===== config.mk =====
export PLATFORM = sky130hd
export DESIGN_NAME = plic_gateway_arbiter
export DESIGN_NICKNAME = d
export VERILOG_FILES = /design/src/rtl/plic_gateway_arbiter.sv
export SDC_FILE = /design/constraint.sdc
export NUM_CORES = 1
export LEC_CHECK = 0
export ABC_AREA = 1
export BUFFER_PORTS_ARGS = -buffer_cell sky130_fd_sc_hd__buf_2
export CORE_MARGIN = 2
export CORE_UTILIZATION = 57
export CTS_BUF_LIST = sky130_fd_sc_hd__clkbuf_16
export DETAILED_ROUTE_END_ITERATION = 7
export GPL_ROUTABILITY_DRIVEN = 0
export GPL_TIMING_DRIVEN = 0
export PLACE_DENSITY = 0.88
export SLEW_MARGIN = 20
export SYNTH_ARGS = -nofsm -noshare
export SYNTH_HDL_FRONTEND = slang
export SYNTH_SLANG_ARGS = --single-unit

===== constraint.sdc =====
create_clock -name clk -period 10 [get_ports clk]
set_clock_uncertainty 0.05 [all_clocks]
set_input_delay 3 -clock clk [delete_from_list [all_inputs] [get_ports clk]]
set_output_delay 3 -clock clk [all_outputs]
set_load 0.01 [all_outputs]

===== src/rtl/plic_gateway_arbiter.sv =====
// Interrupt gateway and priority arbiter: per-source level gateways with pending bits,
// priority/threshold arbitration to a single hart line, and claim/complete registers.
module plic_gateway_arbiter #(
  parameter int unsigned SRC_NUM = 8,
  parameter int unsigned PRIO_W  = 3
) (
  input  logic               clk,
  input  logic               rst,
  input  logic [SRC_NUM-1:0] irq_src,
  input  logic               reg_wr,
  input  logic               reg_rd,
  input  logic [5:0]         reg_addr,
  input  logic [31:0]        reg_wdata,
  output logic [31:0]        reg_rdata,
  output logic               irq_out
);

  localparam int unsigned IDW = $clog2(SRC_NUM + 1);

  typedef enum logic {
    GW_IDLE,
    GW_CLAIMED
  } gw_state_t;

  gw_state_t          r_gw      [1:SRC_NUM];
  gw_state_t          w_gw_next [1:SRC_NUM];
  logic [PRIO_W-1:0]  r_prio    [1:SRC_NUM];
  logic [SRC_NUM:1]   r_pending;
  logic [SRC_NUM:1]   w_pend_next;
  logic [SRC_NUM:1]   r_enable;
  logic [PRIO_W-1:0]  r_thresh;
  logic [IDW-1:0]     r_best_id;
  logic [IDW-1:0]     w_best_id;
  logic [PRIO_W-1:0]  w_best_prio;
  logic               r_irq;
  logic [31:0]        r_rdata;
  logic [31:0]        w_rdata;
  logic               w_rd;
  logic               w_claim;
  logic               w_complete;

  // A simultaneous write wins; the read is dropped entirely.
  assign w_rd       = reg_rd & ~reg_wr;
  assign w_claim    = w_rd && (reg_addr == 6'h23) && (r_best_id != '0);
  assign w_complete = reg_wr && (reg_addr == 6'h23);

  assign reg_rdata = r_rdata;
  assign irq_out   = r_irq;

  always_comb begin
    w_gw_next   = r_gw;
    w_pend_next = r_pending;
    for (int unsigned i = 1; i <= SRC_NUM; i++) begin
      unique case (r_gw[i])
        GW_IDLE: begin
          if (irq_src[i-1]) w_pend_next[i] = 1'b1;
          if (w_claim && (r_best_id == IDW'(i))) begin
            w_pend_next[i] = 1'b0;
            w_gw_next[i]   = GW_CLAIMED;
          end
        end
        GW_CLAIMED: begin
          w_pend_next[i] = 1'b0;
          if (w_complete && (reg_wdata == 32'(i))) w_gw_next[i] = GW_IDLE;
        end
        default: w_gw_next[i] = GW_IDLE;
      endcase
    end
  end

  // Ascending scan with strict '>' keeps the lowest ID on equal priority;
  // the source being claimed this edge is masked so the next winner is ready at once.
  always_comb begin
    w_best_id   = '0;
    w_best_prio = '0;
    for (int unsigned i = 1; i <= SRC_NUM; i++) begin
      if (r_pending[i] && r_enable[i] && (r_prio[i] > r_thresh) &&
          !(w_claim && (r_best_id == IDW'(i))) && (r_prio[i] > w_best_prio)) begin
        w_best_id   = IDW'(i);
        w_best_prio = r_prio[i];
      end
    end
  end

  always_comb begin
    w_rdata = '0;
    for (int unsigned i = 1; i <= SRC_NUM; i++) begin
      if (reg_addr == 6'(i)) w_rdata = 32'(r_prio[i]);
    end
    case (reg_addr)
      6'h20:   w_rdata = 32'({r_pending, 1'b0});
      6'h21:   w_rdata = 32'({r_enable, 1'b0});
      6'h22:   w_rdata = 32'(r_thresh);
      6'h23:   w_rdata = 32'(r_best_id);
      default: ;
    endcase
  end

  always_ff @(posedge clk or posedge rst) begin
    if (rst) begin
      for (int unsigned i = 1; i <= SRC_NUM; i++) r_gw[i] <= GW_IDLE;
    end else begin
      for (int unsigned i = 1; i <= SRC_NUM; i++) r_gw[i] <= w_gw_next[i];
    end
  end

  always_ff @(posedge clk or posedge rst) begin
    if (rst) begin
      for (int unsigned i = 1; i <= SRC_NUM; i++) r_prio[i] <= '0;
      r_pending <= '0;
      r_enable  <= '0;
      r_thresh  <= '0;
      r_best_id <= '0;
      r_irq     <= 1'b0;
      r_rdata   <= '0;
    end else begin
      for (int unsigned i = 1; i <= SRC_NUM; i++) begin
        if (reg_wr && (reg_addr == 6'(i))) r_prio[i] <= reg_wdata[PRIO_W-1:0];
      end
      if (reg_wr && (reg_addr == 6'h21)) r_enable <= reg_wdata[SRC_NUM:1];
      if (reg_wr && (reg_addr == 6'h22)) r_thresh <= reg_wdata[PRIO_W-1:0];
      r_pending <= w_pend_next;
      r_best_id <= w_best_id;
      r_irq     <= (w_best_id != '0);
      if (w_rd) r_rdata <= w_rdata;
    end
  end

endmodule


==> results.txt, run 1 <==
- Compared with the post-synthesis result, the final layout area differs by 40.58%.
- Synth top area cells: sky130_fd_sc_hd__dfrtp_1, sky130_fd_sc_hd__ha_1, sky130_fd_sc_hd__nand2_1, sky130_fd_sc_hd__o21ai_0, sky130_fd_sc_hd__inv_1
- Via-per-instance ratio: 7.033
- STA classifies the critical path endpoint as a register.
- Drt initial violations: about 1300
* Power after layout: 1.018 mW
- Clock latency on the worst-skew pair, taken at its later pin, is 360 ps.
* Pwr Density: 156.1 nW/um2
- Starting density of the core: 59.39%
- Summed over all layers, the routed wires come to 20.82 mm.
- After layout, the worst path uses 115.2% of the clock period.
- Data on the critical path arrives at its endpoint at ~12000 ps.
- Most repeated cell in the gate-level netlist after synthesis: sky130_fd_sc_hd__nand2_1
- Worst r2r dst: r_best_id[0]$_DFF_PP0_
- For this run, design rule violations remaining after detail routing come to 139.
- Across the VDD grid, the largest voltage drop is 0.1347 mV.
- Type of the tightest min-delay check: register to register
* Floorplan die height: 94.20 um
- Number of enable flip-flop cells after synthesis: 0
* Ys flop type: sky130_fd_sc_hd__dfrtp_1
* Slew margin rel.: 33.62%
* Number of maximum-capacitance violations: 0
* Maximum clock frequency: 86.80 MHz
- Synthesized cell area: 4637 um2
- Setup repair after global routing could not meet its margin everywhere.
- For the worst flop-to-flop path, the logic depth is 68.
- The synthesized netlist contains 45 unique library cells.
- Async SR Flop Fraction: 100.0%
- Initial antenna violation count: 0
- For this run, global-route usage on met3 was measured as roughly 16%.
- CTS placed an instance of sky130_fd_sc_hd__clkbuf_16 at the clock tree root.
- 0 antenna diodes ended up in the layout.
* Number of nets with antenna violations after routing: 0
- The die covers 8873 um2.
* Total congestion overflow after global routing: 0
- Total count of hold-check failures in the final report: 0
- Delay of the slowest cell on the worst path: about 340 ps
- After layout, the minimum clock period comes to 11520 ps.
- Yosys printed 0 warnings.
- Vias in the first global route: about 5500
- Via count: slightly below 6000
* Fraction of final layout cells sized beyond drive strength 1: 37.90%
- Placeable core region: about 7800 um2
- In this run the static leakage power is 3.246 nW.
* Fraction of synthesized cell area taken by the top area cell type: 35.08%
* Flop2flop setup slack: -110 ps
* Input/output buffers: 59
- STA classifies the critical path startpoint as an input pin.
- The checks that failed: DRC, setup timing.
* Crit Path Class: input pin to register
- Site row count: 32
- In this run the count of I/O pins placed on the die edge is 83.
- Area of all placed cells without fillers: 6519 um2
* Most frequent cell on the critical path: sky130_fd_sc_hd__nand2_2
- Number of detailed-route iterations in the first pass: 8
* Placed inst area: 5261 um2
- Critical path data required time: 10200 ps
- Once detailed placement completed, the half-perimeter wirelength came to 10.04 mm.
- Of all nets on the critical path, the largest fanout is 7.
- Largest net degree at the start of global routing: 35
* Critical-path top delay cell: sky130_fd_sc_hd__a311oi_2
* Reg2Reg Launch Point: r_thresh[1]$_DFFE_PP0P_
- For met2 alone, demand over resource in global routing was around 65%.
- In this run the worst setup path begins at reg_rd.
- Global routing consumed, over all layers together, 42.06% of the routing resources.
- For this run, the register share of the synthesized area comes to 35.08%.
* Top cell types by occurrence after synthesis: sky130_fd_sc_hd__nand2_1, sky130_fd_sc_hd__dfrtp_1, sky130_fd_sc_hd__inv_1
- Post-synthesis sequential element count: 65
- At the end of the flow, the number of nets in the layout was between 800 and 900.
- Run status: complete, but fails checks
- Met1 layer usage reported by global route: 48.35%
- Library cell with the largest summed area after synthesis: sky130_fd_sc_hd__dfrtp_1
- The tree built by TritonCTS fans out to 65 sinks.
- Wire per inst: 24.61 um
* TritonCTS clock tree: yes
- After global routing, the most crowded layer is met2.
- The first global-routing pass estimated 27.80 mm of wire.
- Fillcell total: 353
* Post-route worst setup slack: -1521 ps
* Buffer levels on the longest clock path: 2
* Final number of setup-violating endpoints: 5
- Die width: between 90 and 100 um
* Total number of H-tree levels: 3
- After synthesis, the mean cell area works out to 7.926 um2.
- Worst Max-Slew Pin Slew: a little under 1000 ps
* Clock-pin slew of the registers on the worst-case setup and hold paths: 70 ps
* Final max-slew violation count: 0
* CP Capture Point: r_best_id[0]$_DFF_PP0_
- The number of hold buffers added after CTS was 0.
- Clock tree synthesis inserted a total of 9 buffers.
- Count of mapped cells out of synthesis: 585
[worst min path at each step]
stage	slack, ps	cells after the start	endpoint	from
4_1_cts	420	1	r_gw[3]$_DFF_PP0_	r_gw[3]$_DFF_PP0_
3_3_place_gp	410	1	r_gw[1]$_DFF_PP0_	r_gw[1]$_DFF_PP0_
5_1_grt	450	1	r_gw[2]$_DFF_PP0_	r_gw[2]$_DFF_PP0_
6_report	420	1	r_gw[3]$_DFF_PP0_	r_gw[3]$_DFF_PP0_
2_1_floorplan	390	1	r_gw[2]$_DFF_PP0_	r_gw[2]$_DFF_PP0_
3_5_place_dp	410	1	r_gw[3]$_DFF_PP0_	r_gw[3]$_DFF_PP0_
[critical path: cells and delay by family]
family | cells | cell delay [ps]
AOI/OAI and AO/OA | 8 | 1270
adders and majority gates | 6 | 1430
buffers and inverters | 14 | 1430
and+or+nand+nor | 39 | 4540
[state kept, by name, summed over array words and instances, names as in the netlist]
signal / cells
r_prio: 24
reg_rdata: 9
r_enable: 8
r_gw: 8
r_pending: 8
r_best_id: 4
r_thresh: 3
irq_out: 1
[area by class of cell]
class | instances | area [um2] | share of cell area [%]
Multi-Input combinational cell | 454 | 3218 | 49.37
Sequential cell | 65 | 1627 | 24.95
Timing Repair Buffer | 121 | 819.5 | 12.57
Inverter | 60 | 232.7 | 3.570
Clock buffer | 9 | 225.2 | 3.455
Buffer | 28 | 191.4 | 2.937
Tap cell | 102 | 127.6 | 1.958
Clock inverter | 7 | 77.57 | 1.190
[through the flow]
stage | hold slack, ps | TNS (ps) | setup WS [ps] | cells | utilization, %
finish | 424.4 | -7336 | -1521 | 846 | 83.49
global route | 451.4 | -8180 | -1689 | 846 | 83.49
CTS | 418.2 | -1646 | -399.8 | 830 | 79.98
detailed placement | 410.7 | -7566 | -1590 | 769 | 67.39
global placement | 407.0 | -6262 | -1322 | 768 | 67.10
floorplan | 389.7 | -2039 | -453.0 | 607 | -
[layout by cell type, fill, tap and decap left out, drive strengths merged, types with 3 or more instances in the layout]
cell	instances
clkbuf	14
o22ai	3
buf	144
clkinv	3
nor4	9
nand3	49
nor3	9
nand4	11
a22oi	4
or2	5
nand3b	5
mux2	5
conb	23
ha	41
a221oi	4
nand2	134
a31oi	7
nor2	47
a21oi	23
and3	4
dfrtp	65
inv	62
o21a	6
o21ai	49
[routing by layer]
metal	share of wire [%]	vias to the layer above
li1	-	2279
met1	30	2581
met2	41	762
met3	17	328
met4	12	0
met5	0	-
[cell families (layout without fill, tap and decap cells)]
family / count (synthesis) / count (layout) / synth area share [%]
other cells: 1 / 23 / 0.08087
buf+inv: 88 / 225 / 8.986
compound gates: 110 / 110 / 14.14
simple gates: 275 / 275 / 29.44
fa+ha+maj: 41 / 41 / 11.06
mux: 5 / 5 / 1.214
flops: 65 / 65 / 35.08
[repair_timing]
item / 4_1_cts / 5_1_grt
buffers inserted: 45 / 16
gates resized for setup: 66 / 35
gates cloned: 0 / 0
pin swaps: 46 / 46
setup endpoints to repair: 5 / 5
[report_power, final]
group	switching, mW	internal (mW)	leakage, nW
Clock	0.143	0.195	0.146
Combinational	0.213	0.140	2.26
Sequential	0.0395	0.287	0.842
Note: power is estimated with default switching activity, not from simulation.
==> inputs of run 2 (changes only) <==
--- a/config.mk
+++ b/config.mk
@@ -5,7 +5,7 @@
 export SDC_FILE = /design/constraint.sdc
 export NUM_CORES = 1
 export LEC_CHECK = 0
-export ABC_AREA = 1
+export ABC_AREA = 0
 export BUFFER_PORTS_ARGS = -buffer_cell sky130_fd_sc_hd__buf_2
 export CORE_MARGIN = 2
 export CORE_UTILIZATION = 57
==> run 2 against run 1 <==
The flow finishes with violations (setup timing). Critical path type unchanged. Cell count fell by 16%. Via count down 21%. Largest cell class unchanged. Final area fell by 7.8%. Non-clock buffer count down 32. First-iteration DRC count fell by 50%. Hold slack got worse by 9.7 ps. Register-to-register slack hardly changed. Routed wire length shrank 25%.
==> results.txt, run 2 <==
- Capture endpoint of the worst hold path: r_pending[2]$_DFFE_PP0P_ (was r_gw[3]$_DFF_PP0_)
- Post-synthesis sequential element count: 65 (unchanged)
- Maximum clock frequency: 82.18 MHz (was 86.80 MHz)
- The critical path startpoint is reg_wr (was reg_rd).
- Instance count after placement with tap cells included: 675 (was 769)
- The placed wire-length estimate was 10.28 mm (was 10.04 mm).
- The required time reported for the critical path endpoint was 10160 ps (was 10200 ps).
- The dominant cell by count in the synthesized netlist is sky130_fd_sc_hd__dfrtp_1 (was sky130_fd_sc_hd__nand2_1).
- Buffer levels on the longest clock path: 2 (unchanged)
- The global-route wire length before repair came to 24.05 mm (was 27.80 mm).
* Area growth, synth to finish: 29.03% (was 40.58%)
- Drt initial violations: 635 (was 1280)
- Library cell with the largest summed area after synthesis: sky130_fd_sc_hd__dfrtp_1 (unchanged)
- Wire per inst: 21.99 um (was 24.61 um)
* Clock group share of total power: 34.3% (was 33.2%)
* Critical Path Sink Type: register (unchanged)
- The area share of the largest cell type after synthesis was 34.91% (was 35.08%).
* Worst Reg-to-Reg Cells: 45 (was 68)
* TritonCTS clock tree: yes (unchanged)
- Power after layout: 0.9820 mW (was 1.018 mW)
- Total number of H-tree levels: 3 (unchanged)
* Type of the tightest min-delay check: register to register (unchanged)
- The total clock sinks came to 65 (unchanged).
- The insertion delay of the later-clocked pin in the worst-skew pair is 340 ps (was 360 ps).
* Die width: 94.41 um (was 94.20 um)
- Most frequent cells in the layout: sky130_fd_sc_hd__dfrtp_1, sky130_fd_sc_hd__buf_2, sky130_fd_sc_hd__buf_4 (was sky130_fd_sc_hd__nand2_1, sky130_fd_sc_hd__buf_4, sky130_fd_sc_hd__dfrtp_1).
- Area of the die: 8913 um2 (was 8873 um2)
- Input/output buffers: 58 (was 59)
- The max-slew headroom at the worst pin was 28.46% (was 33.62%).
* Final number of setup-violating endpoints: 5 (unchanged)
* Async SR Flop Fraction: 100.0% (unchanged)
- Pwr Density: 163.3 nW/um2 (was 156.1 nW/um2)
- The number of cells produced by synthesis was 492 (was 585).
* Synth top area cells: sky130_fd_sc_hd__dfrtp_1, sky130_fd_sc_hd__ha_1, sky130_fd_sc_hd__mux2_2, sky130_fd_sc_hd__buf_4, sky130_fd_sc_hd__o21ai_0 (was sky130_fd_sc_hd__dfrtp_1, sky130_fd_sc_hd__ha_1, sky130_fd_sc_hd__nand2_1, sky130_fd_sc_hd__o21ai_0, sky130_fd_sc_hd__inv_1)
* Delay of the slowest cell on the worst path: 560 ps (was 340 ps)
- The register bank with the most flops is r_prio (unchanged).
* Sequential share of the synthesized area: 34.91% (was 35.08%)
- The main flop type after synthesis was sky130_fd_sc_hd__dfrtp_1 (unchanged).
- Total negative slack for setup checks: -10710 ps (was -7336 ps)
* Final max-slew violation count: 0 (unchanged)
- The first-pass iteration count of the detailed router is 7 (was 8).
- The die height is 94.41 um (was 94.20 um).
* Crit Path Class: input pin to register (unchanged)
- Part of the total power dissipated in sequential elements: 33.7% (was 32.1%)
- Most common cell after layout, fill and taps aside: sky130_fd_sc_hd__dfrtp_1 (was sky130_fd_sc_hd__nand2_1)
* Top cell types by occurrence after synthesis: sky130_fd_sc_hd__dfrtp_1, sky130_fd_sc_hd__ha_1, sky130_fd_sc_hd__nand2_1, sky130_fd_sc_hd__nor2_1, sky130_fd_sc_hd__o21ai_0 (was sky130_fd_sc_hd__nand2_1, sky130_fd_sc_hd__dfrtp_1, sky130_fd_sc_hd__inv_1)
- The count of endpoints failing hold in the final timing report was 0 (unchanged).
- Number of buffers inserted during clock tree synthesis: 9 (unchanged)
- Post-synthesis area per instance: 9.470 um2 (was 7.926 um2)
* Master cell of the clock root buffer: sky130_fd_sc_hd__clkbuf_16 (unchanged)
- Post-layout net count: 697 (was 830)
- The worst-case hold slack is 414.8 ps (was 424.4 ps).
- The site row count is 32 (unchanged).
- The arrival time at the worst endpoint came to 12320 ps (was 11720 ps).
* Number of nets with antenna violations after routing: 0 (unchanged)
* Switching share of power: 33.52% (was 38.83%)
- The worst ir drop on vdd came to 0.1580 mV (was 0.1347 mV).
- Post-route worst setup slack: -2168 ps (was -1521 ps)
- The non-filler instance count after layout is 713 (was 846).
- The initial cell density of the core was 59.68% (was 59.39%).
- The combinational share of power is 32.0% (was 34.7%).
* RSZ-0062 raised after global routing: true (unchanged)
- IO Pins: 83 (unchanged)
- The post-route clock period utilization was 121.7% (was 115.2%).
- Violated checks: setup timing (was DRC, setup timing)
* Flip-flop count of the largest register after layout: 24 (unchanged)
- Launch instance of the worst min-delay path: r_gw[6]$_DFF_PP0_ (was r_gw[3]$_DFF_PP0_)
- The overall routed net length is 15.68 mm (was 20.82 mm).
- The pin count of the biggest net entering global routing came to 45 (was 35).
* Warning count from the yosys run: 0 (unchanged)
* Worst r2r dst: r_best_id[0]$_DFF_PP0_ (unchanged)
* Fraction of final layout cells sized beyond drive strength 1: 35.02% (was 37.90%)
- Ant diodes: 0 (unchanged)
- The max-capacitance violation count is 0 (unchanged).
- Leakage power: 2.844 nW (was 3.246 nW)
* Via count: 4719 (was 5950)
- The via density per instance came to 6.619 (was 7.033).
* CP Max Fanout: 5 (was 7)
- CP Launch Type: input pin (unchanged)
- The number of global-route vias before repair was 4779 (was 5467).
- The area of the mapped netlist is 4659 um2 (was 4637 um2).
- The detailed-route DRC error count was 0 (was 139).
- The time the worst path needs with I/O delays and setup was 12170 ps (was 11520 ps).
- The remaining global-route overflow is 0 (unchanged).
* Number of enable flip-flop cells after synthesis: 0 (unchanged)
- The number of antenna violations at the first check in global routing came to 0 (unchanged).
- Run status: complete, but fails checks (unchanged)
- Critical-path top delay cell: sky130_fd_sc_hd__or4_4 (was sky130_fd_sc_hd__a311oi_2)
- Overall routing resource usage: 35.97% (was 42.06%)
- The reg2reg setup slack came to -120 ps (was -110 ps).
- The transition time at the pin with the least slew margin is 1058 ps (was 986.6 ps).
- The clock-pin slew of the registers on the worst-case setup and hold paths came to 60 ps (was 70 ps).
- The post-synthesis cell type count came to 63 (was 45).
* Placeable core region: 7807 um2 (unchanged)
- Reg2Reg Launch Point: r_thresh[1]$_DFFE_PP0P_ (unchanged)
- The switching power of the nets came to 0.3292 mW (was 0.3951 mW).
- Hold depth: 1 (unchanged)
- Int Pwr: 0.6528 mW (was 0.6224 mW)
[run 2: changes by cell type after synthesis, sizes merged, moves of 12 or more]
cell and change:
nor2 -13, nand2 -100, o21ai -16, nor2b +12
inv -34, nand3 -24, mux2 +29
[run 2: cell type report]
cell class / count / area (um2)
clock buffer: 9 / 225.2
timing repair buffer: 83 / 528.0
clock inverter: 7 / 93.84
inverter: 26 / 100.1
fill: 488 / 1795
multi-input combinational: 387 / 3095
sequential: 65 / 1627
buffer: 34 / 215.2
tap: 102 / 127.6
[run 2: how the worst max path moves through the flow]
| stage | endpoint | slack, ps | cells after the start |
|---|---|---|---|
| 6_report | r_best_id[0]$_DFF_PP0_ | -2170 | 44 |
| 5_1_grt | irq_out$_DFF_PP0_ | -2430 | 45 |
| 4_1_cts | r_best_id[0]$_DFF_PP0_ | -1920 | 45 |
| 3_5_place_dp | irq_out$_DFF_PP0_ | -3100 | 48 |
| 3_3_place_gp | irq_out$_DFF_PP0_ | -2900 | 47 |
| 2_1_floorplan | irq_out$_DFF_PP0_ | -1950 | 46 |
[run 2: stage by stage]
stage	util [%]	setup slack (ps)	instance area, um2
global placement	68.32	-2900	5334
finish	77.00	-2168	6012
floorplan	-	-1951	4916
detailed placement	68.61	-3102	5356
CTS	75.38	-1918	5886
global route	77.00	-2435	6012
[run 2: critical path, delay by kind of cell]
kind                     cells  cell delay, ps
AND/OR/NAND/NOR             21            3780
multiplexers                 6            2010
AO/OA/AOI/OAI                9            1790
adder cells (fa/ha/maj)      7            1620
buffers and inverters        1             110
[run 2: power groups by stage]
| stage | logic (mW) | registers [mW] | clock network (mW) |
|---|---|---|---|
| after floorplan | 0.191 | 0.318 | 0 |
| after global placement | 0.239 | 0.328 | 0 |
| after detailed placement | 0.258 | 0.330 | 0 |
| after CTS | 0.288 | 0.327 | 0.335 |
| after global routing | 0.339 | 0.333 | 0.345 |
| final | 0.314 | 0.331 | 0.337 |
[run 2: routing by layer]
layer  track usage, %  wire (um)  vias up
met5                0          0        -
met3            10.06       1515      115
li1                 -          -     2023
met1            39.68       5318     2238
met2            60.54       7598      343
met4            24.03       1244        0
[run 2: timing repair]
action / 4_1_cts / 5_1_grt
pin swaps: 26 / 18
hold buffers: 0 / 0
setup endpoints to repair: 5 / 5
buffers inserted: 15 / 9
gates resized for setup: 31 / 11
[run 2: logic make-up (layout without fill, tap and decap cells)]
kind of cell    after synthesis  in the layout  synth area share, %
compound gates              101            101                14.74
buf+inv                      62            159                6.874
fa+ha+maj                    41             41                11.01
mux                          48             48                12.19
other cells                   1             23              0.08048
flops                        65             65                34.91
simple gates                174            174                20.19
